$ cat config.mk
export PLATFORM = sky130hd
export DESIGN_NAME = dvi_test_pattern_source
export DESIGN_NICKNAME = d
export VERILOG_FILES = /design/src/rtl/dvi_pattern_pkg.sv /design/src/rtl/dvi_box_animator.sv /design/src/rtl/dvi_test_pattern_source.sv
export SDC_FILE = /design/constraint.sdc
export NUM_CORES = 1
export LEC_CHECK = 0
export BUFFER_PORTS_ARGS = -buffer_cell sky130_fd_sc_hd__buf_2
export CORE_MARGIN = 1.5
export CORE_UTILIZATION = 43
export DETAILED_ROUTE_END_ITERATION = 10
export PLACE_DENSITY_LB_ADDON = 0.1
export SETUP_SLACK_MARGIN = 0.05
export SLEW_MARGIN = 20
export SYNTH_ARGS = -nofsm -noshare
export SYNTH_HDL_FRONTEND = slang
export SYNTH_HIERARCHICAL = 1
export SYNTH_SLANG_ARGS = --single-unit
$ cat constraint.sdc
create_clock -name pixelClock -period 3.8 [get_ports pixelClock]
set_input_delay 0.76 -clock pixelClock [delete_from_list [all_inputs] [get_ports pixelClock]]
set_output_delay 0.76 -clock pixelClock [all_outputs]
set_load 0.005 [all_outputs]
$ cat src/rtl/dvi_pattern_pkg.sv
// Shared definitions for the 720p test-pattern source: pattern indices,
// 24-bit colour constants, the colour-bar table and the box bounce rule.
package dvi_pattern_pkg;

  localparam logic [2:0] PAT_BARS       = 3'd0;
  localparam logic [2:0] PAT_GRADIENT   = 3'd1;
  localparam logic [2:0] PAT_CROSSHATCH = 3'd2;
  localparam logic [2:0] PAT_CHECKER    = 3'd3;
  localparam logic [2:0] PAT_BOX        = 3'd4;
  localparam logic [2:0] PAT_WHITE      = 3'd5;
  localparam logic [2:0] PAT_BLACK      = 3'd6;
  localparam logic [2:0] PAT_GREY       = 3'd7;

  typedef logic [23:0] rgb_t;

  localparam rgb_t WHITE     = 24'hFFFFFF;
  localparam rgb_t YELLOW    = 24'hFFFF00;
  localparam rgb_t CYAN      = 24'h00FFFF;
  localparam rgb_t GREEN     = 24'h00FF00;
  localparam rgb_t MAGENTA   = 24'hFF00FF;
  localparam rgb_t RED       = 24'hFF0000;
  localparam rgb_t BLUE      = 24'h0000FF;
  localparam rgb_t BLACK     = 24'h000000;
  localparam rgb_t GREY50    = 24'h808080;
  localparam rgb_t DARK_GREY = 24'h202020;

  // Left-to-right bar order across the active line.
  localparam rgb_t BAR_COLOURS [8] = '{WHITE, YELLOW, CYAN, GREEN, MAGENTA, RED, BLUE, BLACK};

  typedef enum logic {DIR_POS, DIR_NEG} dir_t;

  typedef struct packed {
    logic [11:0] pos;
    dir_t        dir;
  } axis_t;

  // One frame of bounce motion along a single axis, clamped to [0, maxPos].
  function automatic axis_t bounceStep(input logic [11:0] pos, input dir_t dir,
                                       input logic [11:0] maxPos, input logic [11:0] step);
    axis_t result;
    result.pos = pos;
    result.dir = dir;
    if (dir == DIR_POS) begin
      if (pos + step >= maxPos) begin
        result.pos = maxPos;
        result.dir = DIR_NEG;
      end else begin
        result.pos = pos + step;
      end
    end else begin
      if (pos <= step) begin
        result.pos = '0;
        result.dir = DIR_POS;
      end else begin
        result.pos = pos - step;
      end
    end
    return result;
  endfunction

endpackage

$ cat src/rtl/dvi_box_animator.sv
// Moving-box position generator: advances the box one step per frame and
// reverses direction independently on each axis at the active-area edges.
module dvi_box_animator #(
  parameter int H_ACTIVE = 1280,
  parameter int V_ACTIVE = 720,
  parameter int BOX_SIZE = 64,
  parameter int BOX_STEP = 2
) (
  input  logic        pixelClock,
  input  logic        resetN,
  input  logic        frameStart,
  output logic [11:0] boxX,
  output logic [11:0] boxY
);
  import dvi_pattern_pkg::*;

  localparam logic [11:0] X_MAX = 12'(H_ACTIVE - BOX_SIZE);
  localparam logic [11:0] Y_MAX = 12'(V_ACTIVE - BOX_SIZE);
  localparam logic [11:0] STEP  = 12'(BOX_STEP);

  dir_t  dirX, dirY;
  axis_t nextX, nextY;

  // Position and direction registers; box starts at the origin heading +X/+Y.
  // NOTE: sequential state uses <= so every register samples pre-edge values.
  always_ff @(posedge pixelClock or negedge resetN) begin
    if (!resetN) begin
      boxX <= '0;
      boxY <= '0;
      dirX <= DIR_POS;
      dirY <= DIR_POS;
    end else begin
      boxX <= nextX.pos;
      boxY <= nextY.pos;
      dirX <= nextX.dir;
      dirY <= nextY.dir;
    end
  end

  // Next-state: hold between frames, take one bounce step on each frameStart.
  // NOTE: hold values are assigned first so no path leaves a latch behind.
  always_comb begin
    nextX = '{pos: boxX, dir: dirX};
    nextY = '{pos: boxY, dir: dirY};
    if (frameStart) begin
      nextX = bounceStep(boxX, dirX, X_MAX, STEP);
      nextY = bounceStep(boxY, dirY, Y_MAX, STEP);
    end
  end

endmodule

$ cat src/rtl/dvi_test_pattern_source.sv
// Selectable 720p test-pattern source feeding DviEncoder. Pattern changes
// take effect only on the vSync leading edge; RGB and sync outputs share a
// 2-cycle pipeline. Optional macro DVI_PATTERN_BORDER_EN overlays a 1-px
// white border on every pattern except solid black.
module dvi_test_pattern_source #(
  parameter int H_ACTIVE        = 1280,
  parameter int V_ACTIVE        = 720,
  parameter int BOX_SIZE        = 64,
  parameter int BOX_STEP        = 2,
  parameter bit SYNC_ACTIVE_LOW = 1'b0
) (
  input  logic        pixelClock,
  input  logic        resetN,
  input  logic        dataEnable,
  input  logic        hSync,
  input  logic        vSync,
  input  logic [11:0] hPos,
  input  logic [10:0] vPos,
  input  logic [2:0]  patternSelect,
  output logic [7:0]  red,
  output logic [7:0]  green,
  output logic [7:0]  blue,
  output logic        dataEnableOut,
  output logic        hSyncOut,
  output logic        vSyncOut,
  output logic [2:0]  activePattern
);
  import dvi_pattern_pkg::*;

  localparam int          BAR_WIDTH = H_ACTIVE / 8;
  localparam int          BAR_CNT_W = $clog2(BAR_WIDTH);
  localparam logic        SYNC_IDLE = SYNC_ACTIVE_LOW;

  logic                 vSyncActive, vSyncActivePrev, frameStart;
  logic [BAR_CNT_W-1:0] barCount;
  logic [2:0]           barIndex;
  logic [11:0]          boxX, boxY, vPosWide;
  logic                 insideBox;
  rgb_t                 pixelColour;
  logic                 stageDe, stageHSync, stageVSync;
  rgb_t                 stageRgb, outRgb;

  assign vSyncActive = vSync ^ SYNC_ACTIVE_LOW;
  assign frameStart  = vSyncActive & ~vSyncActivePrev;
  assign vPosWide    = {1'b0, vPos};

  // vSync edge detect and frame-aligned pattern latch.
  always_ff @(posedge pixelClock or negedge resetN) begin
    if (!resetN) begin
      vSyncActivePrev <= 1'b0;
      activePattern   <= PAT_BARS;
    end else begin
      vSyncActivePrev <= vSyncActive;
      if (frameStart) activePattern <= patternSelect;
    end
  end

  // Bar position counter; held at zero through blanking so the first pixel
  // after each dataEnable rise starts bar 0, and wraps every BAR_WIDTH pixels.
  always_ff @(posedge pixelClock or negedge resetN) begin
    if (!resetN) begin
      barCount <= '0;
      barIndex <= '0;
    end else if (!dataEnable) begin
      barCount <= '0;
      barIndex <= '0;
    end else if (barCount == BAR_CNT_W'(BAR_WIDTH - 1)) begin
      barCount <= '0;
      barIndex <= barIndex + 3'd1;
    end else begin
      barCount <= barCount + 1'b1;
    end
  end

  dvi_box_animator #(
    .H_ACTIVE (H_ACTIVE),
    .V_ACTIVE (V_ACTIVE),
    .BOX_SIZE (BOX_SIZE),
    .BOX_STEP (BOX_STEP)
  ) boxAnimator (
    .pixelClock (pixelClock),
    .resetN     (resetN),
    .frameStart (frameStart),
    .boxX       (boxX),
    .boxY       (boxY)
  );

  assign insideBox = (hPos >= boxX) && (hPos < boxX + 12'(BOX_SIZE)) &&
                     (vPosWide >= boxY) && (vPosWide < boxY + 12'(BOX_SIZE));

`ifdef DVI_PATTERN_BORDER_EN
  logic onBorder;
  assign onBorder = (hPos == 12'd0) || (hPos == 12'(H_ACTIVE - 1)) ||
                    (vPosWide == 12'd0) || (vPosWide == 12'(V_ACTIVE - 1));
`endif

  // Pattern mux for the pixel currently presented by the timing generator.
  always_comb begin
    pixelColour = BLACK;
    case (activePattern)
      PAT_BARS:       pixelColour = BAR_COLOURS[barIndex];
      PAT_GRADIENT:   pixelColour = {hPos[10:3], vPos[9:2], ~hPos[10:3]};
      PAT_CROSSHATCH: pixelColour = (hPos[5:0] == 6'd0 || vPos[5:0] == 6'd0) ? WHITE : BLACK;
      PAT_CHECKER:    pixelColour = (hPos[6] ^ vPos[6]) ? WHITE : BLACK;
      PAT_BOX:        pixelColour = insideBox ? WHITE : DARK_GREY;
      PAT_WHITE:      pixelColour = WHITE;
      PAT_BLACK:      pixelColour = BLACK;
      default:        pixelColour = GREY50;
    endcase
`ifdef DVI_PATTERN_BORDER_EN
    if (onBorder && activePattern != PAT_BLACK) pixelColour = WHITE;
`endif
  end

  // Two-stage pipeline keeping RGB and timing aligned; colour is blanked
  // whenever the accompanying dataEnable is low.
  always_ff @(posedge pixelClock or negedge resetN) begin
    if (!resetN) begin
      stageDe       <= 1'b0;
      stageHSync    <= SYNC_IDLE;
      stageVSync    <= SYNC_IDLE;
      stageRgb      <= BLACK;
      dataEnableOut <= 1'b0;
      hSyncOut      <= SYNC_IDLE;
      vSyncOut      <= SYNC_IDLE;
      outRgb        <= BLACK;
    end else begin
      stageDe       <= dataEnable;
      stageHSync    <= hSync;
      stageVSync    <= vSync;
      stageRgb      <= dataEnable ? pixelColour : BLACK;
      dataEnableOut <= stageDe;
      hSyncOut      <= stageHSync;
      vSyncOut      <= stageVSync;
      outRgb        <= stageRgb;
    end
  end

  assign {red, green, blue} = outRgb;

endmodule

# After elaboration in Yosys (flattened, before gate mapping)
# Memories as Yosys holds them, arrays and structs flattened.
# Cells that the tools add are included.
# classes
order_cmp	9
bitwise_logic	5
n_mux	21
n_reduce_logical	7
n_eq_ne	8
add_sub_neg	8
# op_table
cell	n
24-bit case mux with 7 select lines	1
24-bit 2-to-1 mux	6
12-bit 2-to-1 mux	4
13-bit 2-to-1 mux	2
12-bit by 2-bit adder with 12-bit output, second input constant	2
12-bit by 7-bit adder with 12-bit output, second input constant	2
12-bit by 2-bit <= comparator with 1-bit output, second input constant	2
12-bit by 2-bit subtractor with 12-bit output, second input constant	2
8-bit 2-to-1 mux	2
11-bit by 12-bit greater-or-equal comparator with 1-bit output	1
12-bit by 10-bit greater-or-equal comparator with 1-bit output, second input constant	1
12-bit by 11-bit greater-or-equal comparator with 1-bit output, second input constant	1
12-bit greater-or-equal comparator	1
6-bit logical NOT	2
11-bit by 12-bit < comparator with 1-bit output	1
12-bit < comparator	1
3-bit equality test, second input constant	3
8-bit by 1-bit adder with 8-bit output, second input constant	1
8-bit equality test, second input constant	1
8-bit NOT	1
3-bit by 2-bit equality test with 1-bit output, second input constant	2
3-bit 2-to-1 mux	2
4-bit greater-or-equal comparator, second input constant	1
1-bit 2-to-1 mux	4
10 further kinds	12
# totals
inputBits	31
memories	1
out_inout_bits	30
register_bits	94
romBits	192
# mem_list
name	words	word_bits	read_ports	rd_ports_with_merged_regs	wr	line_no	source
(name not given)	8	24	1	0	0	dvi_test_pattern_source.sv:101	PAT_BARS: pixelColour = BAR_COLOURS[barIndex];

# Depth between registers and ports, before layout
# depth
depth_word	8
depth_mapped	12
depth_no_buf	11

# By module
# Netlist, hierarchy kept.
# by_module_without_submodules
mod	cells_each	seq_area_each_um2	area_each_um2	instances
dvi_test_pattern_source	327	1701.6	3544.6	1
dvi_box_animator	285	600.6	2199.6	1

# Worst setup path after synthesis
# No wires, ideal clock.
# synth_timing
path_type	register to register
startpoint	register boxAnimator.boxX[8]
endpoint	register stageRgb[22]
n_path_buf	1
setup_time_ns	0.074
t_arrival_ns	2.341
setup_slack_ns	1.385
stages_incl_launch_ff	13
required_time_ns	3.726
path_cell_list	dfrtp_1 -> inv_1 -> nor3_1 -> nand3_1 -> xnor2_1 -> ha_1 -> nor4b_4 -> o221a_2 -> nand4_2 -> o21ai_2 -> o2111ai_2 -> buf_6 -> a21oi_2
# synth_between
elab_chain_cells	8
word_cells_on_any_way	9
cone_classes	add/sub: 1; order compare: 2; mux: 3; reduce/logical: 3
# synth_rtl
element	line_no	source
from (decl)	dvi_box_animator.sv:12	output logic [11:0] boxX,
from (signal assigned)	dvi_box_animator.sv:33	boxX <= nextX.pos;
12-bit by 7-bit adder with 12-bit output	dvi_test_pattern_source.sv:88	assign insideBox = (hPos >= boxX) && (hPos < boxX + 12'(BOX_SIZE)) &&
12-bit < comparator	dvi_test_pattern_source.sv:88	
1-bit logical AND (*) (2 in series)	dvi_test_pattern_source.sv:88	
1-bit logical AND (*)	dvi_test_pattern_source.sv:89	(vPosWide >= boxY) && (vPosWide < boxY + 12'(BOX_SIZE));
24-bit 2-to-1 mux (*)	dvi_test_pattern_source.sv:105	PAT_BOX: pixelColour = insideBox ? WHITE : DARK_GREY;
24-bit case mux with 7 select lines (*)	dvi_test_pattern_source.sv:100	case (activePattern)
24-bit 2-to-1 mux (*)	dvi_test_pattern_source.sv:131	stageRgb <= dataEnable ? pixelColour : BLACK;
to (signal assigned)	dvi_test_pattern_source.sv:131	
to (decl)	dvi_test_pattern_source.sv:41	rgb_t stageRgb, outRgb;
# Mark *: on every way between the ends. The rest lies on a longest branch, timed or not.
# A chain may end at the register's enable or synchronous reset.

# Final worst setup path
# layout_timing
startpoint	register boxAnimator.boxX[8]
endpoint	register stageRgb[10]
# Same word-level chain as after synthesis.

==> results.cfg <==
[outcome]
status = finished clean

[routing]
first_pass_iters = 5
wl_per_cell_um = 16.1
drcViolationCount = 0
drt_wl_total_mm = 13.5
via_per_inst = 5.63
vias = 4713
initialDrtViolationCount = 322
antenna_left = 0

[final_layout]
fillers = 1263
final_util = 0.489
stdcell_count = 837
syn2layout_area_growth_pct = 11.8
layout-drive-gt1-share = 0.179
fin_nets = 732
seq_area_sq_mm = 0.00230
multi_input_area_sq_mm = 0.00308
antenna_cells = 0

[clocking]
htreeDepth = 3
clk_latency_ps = 350
cts_setup_buffers = 0
cts_root_buf = clkbuf_16
cts_resized = 0
clk_path_buf_depth = 2
path_clk_slew_ps = 70
ctsHoldBuffers = 0
cts_made_buffers = 9
cts_tree = yes
clock-sinks = 92

[synthesis]
yosysWarningCount = 6
synth_edf_count = 0
ys_seq_elements = 92
avgSynthCellArea_sq_um = 9.39
yosysSeqAreaShare = 0.401
netlist_area_sq_mm = 0.00574
async_flop_share = 1.00
synthCells = 612
ys_types = 80
synth_ff_type = dfrtp_1

[critical_path]
start_kind = flip-flop
worst_ep_arrival_time_ps = 3160
end_kind = flip-flop
crit_start = boxAnimator/boxX[8]$_DFFE_PN0P_
cp_max_fo = 21
path_buf_inv = 2
critPathKind = flip-flop to flip-flop
cp_top_family = simple AND/OR/NAND/NOR gates
critPathRequiredTime_ps = 4060
path_cells = inv_1 -> nor3_1 -> nand3_1 -> xnor2_1 -> ha_1 -> nor4b_4 -> o221a_2 -> nand4_2 -> o21ai_2 -> o2111ai_2 -> buf_4 -> a21oi_1
rr_startpoint = boxAnimator/boxX[8]$_DFFE_PN0P_
slowest_stage = dfrtp_1
critPathMaxStageDelay_ps = 580

[power]
power.switching_mw = 1.63
ir_worst_vdd_uv = 329
p_int_mw = 2.43
swShare = 0.402
seq_power_share = 0.376
power.density_mw_per_mm2 = 632
power_leakage_nw = 2.87
p_comb_frac = 0.384
power.share.clock = 0.240

[timing]
slew_headroom = 0.435
whs_ps = 350
setup_tns_ps = 0
fin_crit_ps = 2900
slew_violations = 0
rsz0062_at_grt = no
setup_viol = 0
period_share = 0.764
final_hold_viol_count = 0
clock_skew_ps = 15.0
worst_slew_pin_slew_ps = 847
fmax_mhz = 345

[die]
rows = 42
fp.dieH_um = 119
core_sq_mm = 0.0131
ios = 61
die_area_sq_mm = 0.0141
die_w_um = 119
initial_core_util = 0.437

[placement]
numPlacedInstances = 822
place_congestion = 0.893
dp_hpwl_mm = 9.98
port-buffer-count = 60

[global_routing]
use_met2 = 0.335
top_usage_layer = met2
first_global_vias = 4643
use_met3 = 0.0319
grt_use_total = 0.202
antenna_found_initial = 1
grt_pass1_wl_mm = 22.8
use_met1 = 0.267
grt_max_degree = 68
overflow = 0

[hold_path]
holdCritStartpoint = stageRgb[1]$_DFF_PN0_
hold_path_class = flip-flop to flip-flop

[run]
maxCapViolations = 0
registers in the layout (all words and copies together), names as in the netlist:
| name | flops |
|---|---|
| boxAnimator/dirX | 1 |
| boxAnimator/boxY | 11 |
| stageHSync | 1 |
| dataEnableOut | 1 |
| stageVSync | 1 |
| hSyncOut | 1 |
| boxAnimator/dirY | 1 |
| outRgb | 24 |
| vSyncOut | 1 |
| activePattern | 3 |
| barIndex | 3 |
| stageRgb | 24 |
| boxAnimator/boxX | 11 |
| barCount | 8 |
| stageDe | 1 |
placed cells by master (no fill, tap or decap), types with 16 or more instances in the layout:
cell type and count:
inv_1 34, nand2_1 48, dfrtp_1 92, xnor2_1 16, o21ai_0 43, nor3_1 21, nand3_1 23, nor2_1 43
a21oi_1 41, a211oi_1 19, ha_1 44, buf_2 59
metrics by stage:
stage                     setup slack [ps]  power (mW)  instance area, sq um
after floorplan                       1380        2.71                  5750
after global placement                1060        3.05                  6090
after detailed placement               907        3.09                  6090
after CTS                              876        4.07                  6420
after global routing                   615        4.38                  6420
final                                  898        4.06                  6420
kinds of logic (layout without fill, tap and decap cells):
logic type / Yosys count / after routing / synth area share
DFF: 92 / 92 / 0.401
other: 1 / 2 / 0.000653
buffers and inverters: 70 / 118 / 0.0645
AOI/OAI and AO/OA: 174 / 174 / 0.210
adders and majority gates: 44 / 44 / 0.0958
muxes: 5 / 5 / 0.00915
xor gates and xnor gates: 23 / 23 / 0.0351
and+or+nand+nor: 203 / 203 / 0.184
Yosys cell counts, types with 3 or more instances:
library cell	instances	share of area
a21o_1	7	0.0091
a21oi_1	41	0.036
o21a_1	3	0.0039
o22ai_1	4	0.0044
xnor2_1	16	0.024
nand2b_1	4	0.0044
buf_2	10	0.0087
o31ai_1	4	0.0052
or3_1	4	0.0044
inv_1	34	0.022
nor2_1	43	0.028
ha_1	44	0.096
and3_1	8	0.0087
nor3_1	21	0.018
nand4_1	7	0.0076
o221ai_1	3	0.0046
clkbuf_1	11	0.0072
mux2i_1	3	0.0052
or4_1	3	0.0039
nor4_1	10	0.011
a21oi_2	8	0.012
buf_6	7	0.014
o211ai_1	4	0.0052
nand3_1	23	0.020
nand2_1	48	0.031
buf_4	4	0.0052
o21ai_0	44	0.038
dfrtp_1	92	0.40
a211oi_1	19	0.025
and2_1	5	0.0054
a31oi_1	4	0.0044
nor3b_1	6	0.0078
xor2_1	7	0.011
nor2b_1	7	0.0076
routing by layer:
| layer | wire length, um | share of wire | up-vias |
|---|---|---|---|
| met5 | 0 | 0 | - |
| met4 | 248 | 0.018 | 0 |
| met3 | 583 | 0.043 | 21 |
| met2 | 6530 | 0.48 | 119 |
| met1 | 6140 | 0.45 | 2276 |
| li1 | - | - | 2297 |
power groups by stage:
stage | clock (mW) | sequential [mW] | combinational, mW
after floorplan | 0 | 1.33 | 1.39
after global placement | 0 | 1.53 | 1.51
after detailed placement | 0 | 1.54 | 1.55
after CTS | 0.996 | 1.52 | 1.56
after global routing | 1.04 | 1.58 | 1.76
final | 0.976 | 1.52 | 1.56
final timing paths:
check	to	slack, ps	cells past startpoint
max in group asynchronous	outRgb[23]$_DFF_PN0_	2540	2
hold / removal	outRgb[1]$_DFF_PN0_	350	0
hold reg to reg	outRgb[1]$_DFF_PN0_	350	0
min in group asynchronous	barCount[3]$_DFF_PN0_	510	1
setup reg to reg	stageRgb[10]$_DFF_PN0_	900	12
setup / recovery	stageRgb[10]$_DFF_PN0_	900	12
final cells by class:
class / count / share of cell area
clock buffer: 10 / 0.0372
clock inverter: 5 / 0.0132
inverter: 35 / 0.0204
multi-input combinational: 451 / 0.480
sequential: 92 / 0.358
tap: 176 / 0.0343
timing repair buffer: 68 / 0.0565
No activity file was read; power rests on OpenSTA's default activity.
